**src/rtl/fifo_packet_source_if.sv**
```systemverilog
// Write-port bundle between the packet source and the FIFO write side.
// The master modport is the packet source; the slave modport is whatever sits on the other side.
interface fifo_packet_source_if;
    logic        start;
    logic [7:0]  pkt_len;
    logic [7:0]  seed;
    logic        wr_full;
    logic        wr_en;
    logic [7:0]  wr_data;
    logic        busy;
    logic        done;
    logic [15:0] pkt_count;

    modport master (
        input  start, pkt_len, seed, wr_full,
        output wr_en, wr_data, busy, done, pkt_count
    );

    modport slave (
        output start, pkt_len, seed, wr_full,
        input  wr_en, wr_data, busy, done, pkt_count
    );
endinterface

```
**src/rtl/fifo_packet_source.sv**
```systemverilog
// Frames header/length/payload/checksum packets into the async FIFO write port.
// Every word waits for wr_full to clear, so a stalled FIFO only stretches the packet.
module fifo_packet_source #(
    parameter int         WIDTH  = 8,
    parameter logic [7:0] HEADER = 8'hA5
) (
    input  logic                 wr_clk,
    input  logic                 reset,
    fifo_packet_source_if.master bus
);

    typedef enum logic [2:0] {
        IDLE,
        HDR,
        LEN,
        PAY,
        CSUM,
        DONE
    } state_t;

    state_t           state;
    logic [WIDTH-1:0] len_q;
    logic [WIDTH-1:0] seed_q;
    logic [WIDTH-1:0] idx;
    logic [WIDTH-1:0] csum;
    logic [15:0]      pkt_count;
    logic             busy;
    logic             done;
    logic             emitting;
    logic             wr_en;
    logic [WIDTH-1:0] pay_word;
    logic [WIDTH-1:0] wr_data;

    // wr_en must react to wr_full in the same cycle, so it is decoded straight from state.
    always_comb begin
        emitting = (state == HDR) || (state == LEN) || (state == PAY) || (state == CSUM);
        wr_en    = emitting && !bus.wr_full;
        pay_word = seed_q + idx;
        wr_data  = '0;
        case (state)
            HDR:     wr_data = HEADER;
            LEN:     wr_data = len_q;
            PAY:     wr_data = pay_word;
            CSUM:    wr_data = csum;
            default: wr_data = '0;
        endcase
    end

    always_ff @(posedge wr_clk or posedge reset) begin
        if (reset) begin
            state     <= IDLE;
            len_q     <= '0;
            seed_q    <= '0;
            idx       <= '0;
            csum      <= '0;
            pkt_count <= '0;
            busy      <= 1'b0;
            done      <= 1'b0;
        end else begin
            done <= 1'b0;
            case (state)
                IDLE: begin
                    if (bus.start) begin
                        len_q  <= bus.pkt_len;
                        seed_q <= bus.seed;
                        idx    <= '0;
                        busy   <= 1'b1;
                        state  <= HDR;
                    end
                end
                HDR: begin
                    if (wr_en) begin
                        state <= LEN;
                    end
                end
                LEN: begin
                    if (wr_en) begin
                        csum  <= len_q;
                        state <= (len_q != '0) ? PAY : CSUM;
                    end
                end
                PAY: begin
                    if (wr_en) begin
                        csum <= csum + pay_word;
                        idx  <= idx + 1'b1;
                        if (idx == WIDTH'(len_q - 1'b1)) begin
                            state <= CSUM;
                        end
                    end
                end
                CSUM: begin
                    if (wr_en) begin
                        pkt_count <= pkt_count + 16'd1;
                        done      <= 1'b1;
                        state     <= DONE;
                    end
                end
                DONE: begin
                    busy  <= 1'b0;
                    state <= IDLE;
                end
                default: begin
                    state <= IDLE;
                end
            endcase
        end
    end

    assign bus.wr_en     = wr_en;
    assign bus.wr_data   = wr_data;
    assign bus.busy      = busy;
    assign bus.done      = done;
    assign bus.pkt_count = pkt_count;

endmodule

```
**src/flat_wrapper.sv**
```systemverilog
// flat-port wrapper written by rule: the top's interface ports become plain ports
module fifo_packet_source_flat 
#(
    parameter int         WIDTH  = 8,
    parameter logic [7:0] HEADER = 8'hA5
)
  (wr_clk, reset, bus_start, bus_pkt_len, bus_seed, bus_wr_full, bus_wr_en, bus_wr_data, bus_busy, bus_done, bus_pkt_count);
  fifo_packet_source_if bus_i ();
  input  logic wr_clk;
  input  logic reset;
  input wire logic [$bits(bus_i.start)-1:0] bus_start;
  input wire logic [$bits(bus_i.pkt_len)-1:0] bus_pkt_len;
  input wire logic [$bits(bus_i.seed)-1:0] bus_seed;
  input wire logic [$bits(bus_i.wr_full)-1:0] bus_wr_full;
  output wire logic [$bits(bus_i.wr_en)-1:0] bus_wr_en;
  output wire logic [$bits(bus_i.wr_data)-1:0] bus_wr_data;
  output wire logic [$bits(bus_i.busy)-1:0] bus_busy;
  output wire logic [$bits(bus_i.done)-1:0] bus_done;
  output wire logic [$bits(bus_i.pkt_count)-1:0] bus_pkt_count;
  assign bus_i.start = bus_start;
  assign bus_i.pkt_len = bus_pkt_len;
  assign bus_i.seed = bus_seed;
  assign bus_i.wr_full = bus_wr_full;
  assign bus_wr_en = bus_i.wr_en;
  assign bus_wr_data = bus_i.wr_data;
  assign bus_busy = bus_i.busy;
  assign bus_done = bus_i.done;
  assign bus_pkt_count = bus_i.pkt_count;
  fifo_packet_source #(.WIDTH(WIDTH), .HEADER(HEADER)) u_core (.wr_clk(wr_clk), .reset(reset), .bus(bus_i));
endmodule
```
**config.mk**
```make
export PLATFORM = sky130hd
export DESIGN_NAME = fifo_packet_source_flat
export DESIGN_NICKNAME = d
export VERILOG_FILES = /design/src/rtl/fifo_packet_source_if.sv /design/src/rtl/fifo_packet_source.sv /design/src/flat_wrapper.sv
export SDC_FILE = /design/constraint.sdc
export NUM_CORES = 1
export LEC_CHECK = 0
export ABC_CLOCK_PERIOD_IN_PS = 3650
export BUFFER_PORTS_ARGS = -buffer_cell sky130_fd_sc_hd__buf_2
export CAP_MARGIN = 10
export CORE_MARGIN = 2
export CORE_UTILIZATION = 47
export DETAILED_ROUTE_END_ITERATION = 7
export GPL_ROUTABILITY_DRIVEN = 1
export GPL_TIMING_DRIVEN = 1
export PLACE_DENSITY = 0.73
export SKIP_CTS_REPAIR_TIMING = 1
export SYNTH_ARGS = -nofsm -noshare
export SYNTH_HDL_FRONTEND = slang
export SYNTH_SLANG_ARGS = --single-unit
export TNS_END_PERCENT = 100
```
**constraint.sdc**
```tcl
create_clock -name wr_clk -period 3.65 [get_ports wr_clk]
set_input_delay 1.095 -clock wr_clk [delete_from_list [all_inputs] [get_ports wr_clk]]
set_output_delay 1.095 -clock wr_clk [all_outputs]
set_load 0.05 [all_outputs]
```
==> results_dict.tcl <==
set metrics [dict create \
    status "finished, final reports clean" \
    diodes 0 \
    final_area_um2 3820 \
    finalSetupViolCount 0 \
    final-max-slew-violation-count 0 \
    layout_min_cycle_time_ns 3.63 \
    critPathBufInv 1 \
    syn2layout_area_growth_pct 14.7 \
    hold_path_class "flop to flop" \
    crit_path_max_fanout 3 \
    clk_path_buf_depth 2 \
    synthTopCellsByCount "53 x dfrtp_1, 28 x nor2_1, 26 x nand2_1" \
    synth_top_area_cell "dfrtp_1" \
    busiest_layer "met2" \
    io_pins 47 \
    io_buffers 46 \
    worst-setup-path-type "flop to output pin" \
    gr-total-overflow 0 \
    use_met1 0.284 \
    wl_per_cell_um 16.1 \
    synth_seq_cells 53 \
    drc 0 \
    r2r_start "u_core.idx[0]" \
    fin_util 0.559 \
    first_iter_violations 217 \
    cp_data_required_time_ns 2.55 \
    yosysMostFrequentCell "dfrtp_1" \
    coreArea_um2 6830 \
    critPathArrivalTime_ns 2.53 \
    h-tree-depth 2 \
    skew_ns 0.0105 \
    cts_root_buffer "clkbuf_8" \
    first_global_vias 2574 \
    routed_wl_mm 7.90 \
    crit_chain "ha_1 -> fa_1 -> a21o_1 -> a21oi_2 -> o21bai_1 -> a21oi_1 -> xnor2_1 -> nand2_1 -> o21ai_2 -> buf_6" \
    synth_area_leaders "dfrtp_1 40%, ha_1 7.1%, xnor2_1 6.1%" \
    routed_via_density 5.72 \
    end_kind "output pin" \
    grt_usage 0.207 \
    met3_usage 0.0396 \
    cts.sinks 53 \
    timing.critical_path.from "u_core.idx[0]" \
    slowest_stage "dfrtp_2" \
    critPathTopFamily "compound AO/OA/AOI/OAI gates" \
    yosysSeqAreaShare 0.398 \
    ys.flop_type "dfrtp_1" \
    cts_tree "built" \
    cts_inserted_buffers 5 \
    synthArstFlopShare 1.00 \
    fillCellCount 638 \
    synth_top_area_frac 0.398 \
    antenna_found_initial 0 \
    initial_utilization 0.487 \
    first_pass_iters 5 \
    worst_pin_slew_ns 0.811 \
    row_count 30 \
    final_nets 434 \
    hpwlAfterDp_mm 5.80 \
    synth_area_um2 3330 \
    grt_max_degree 31 \
    die_w_um 88.2 \
    fin_crit_sh 0.994 \
    synth_fp_nets 383 \
    max_cap_violations 0 \
    num_vias 2804 \
    grt_setup_unrepaired "yes" \
    synthCells 342 \
    max_freq_mhz 276 \
    yosysWarnings 0 \
    syn_area_per_cell_um2 9.73 \
    synth-edff-count 0 \
    gp_congestion 0.900 \
    worst_setup_path_start_kind "flop" \
    path_clk_slew_ns 0.09 \
    clock_latency_ns 0.32 \
    grt_pass1_wl_mm 12.4 \
    die-area_um2 7770 \
    ant_nets 0 \
    placed_cell_area_um2 3670 \
    grt.met2_usage 0.332 \
    min-delay-start "u_core.idx[0]" \
    drive_gt1_frac 0.254 \
    chipHeight_um 88.2 \
    critical-path-max-stage-delay_ns 0.43 \
    hold_viol 0 \
    ys_types 53 \
    slew_headroom 0.451 \
]
## cell families after synthesis
| logic type | Yosys count | share of synthesized area |
|---|---|---|
| AO/OA/AOI/OAI | 76 | 0.146 |
| AND/OR/NAND/NOR | 107 | 0.167 |
| buffers and inverters | 24 | 0.0323 |
| multiplexers | 17 | 0.0568 |
| XOR/XNOR | 44 | 0.116 |
| adder cells (fa/ha/maj) | 21 | 0.0835 |
| flip-flops | 53 | 0.398 |
## sequential cells by signal, summed over array words and instances, names as in the netlist
register,flops
u_core.len_q,8
u_core.state,3
u_core.bus.pkt_count,16
u_core.bus.done,1
u_core.idx,8
u_core.seed_q,8
u_core.bus.busy,1
u_core.csum,8
## layer usage
layer	vias up	routed length, um
li1	1303	-
met1	1377	3550
met3	18	454
met2	106	3760
met4	0	136
met5	-	0
## cells in the final DEF (no fill, tap or decap), drive strengths merged, types with 7 or more instances in the layout
cell and count:
nor3 7, ha 19, xor2 21, nand2 26, buf 56, nor2 31, nand3 15, o21ai 21
mux2 15, dfrtp 53, inv 13, xnor2 23, a21oi 24
## metrics by stage
stage	cells	setup TNS, ns	hold slack [ns]	setup WS, ns
6_report	490	0	0.474	0.0219
5_1_grt	490	-0.174	0.487	-0.110
4_1_cts	486	-0.226	0.497	-0.226
2_1_floorplan	342	0	0.477	0.0476
3_3_place_gp	478	0	0.458	0.184
3_5_place_dp	478	0	0.479	0.127
## final cells by class
type | instances | area [um2] | share of cell area
Sequential cell | 53 | 1330 | 0.348
Clock buffer | 6 | 72.6 | 0.0190
Clock inverter | 2 | 13.8 | 0.00361
Tap cell | 96 | 120 | 0.0315
Timing Repair Buffer | 56 | 318 | 0.0833
Multi-Input combinational cell | 265 | 1920 | 0.502
Inverter | 12 | 45.0 | 0.0118
## worst paths after layout
kind	cells past startpoint	slack (ns)	endpoint
max	10	0.02	bus_wr_data[6]
min	1	0.47	u_core.idx[0]
max reg2reg	11	0.49	u_core.csum[7]
min reg2reg	1	0.47	u_core.idx[0]
max in group asynchronous	3	2.09	u_core.csum[5]
min in group asynchronous	2	0.80	u_core.len_q[6]
Power is not shown: default switching activity piles up to over one toggle a cycle in this logic, so the estimate is an artifact.
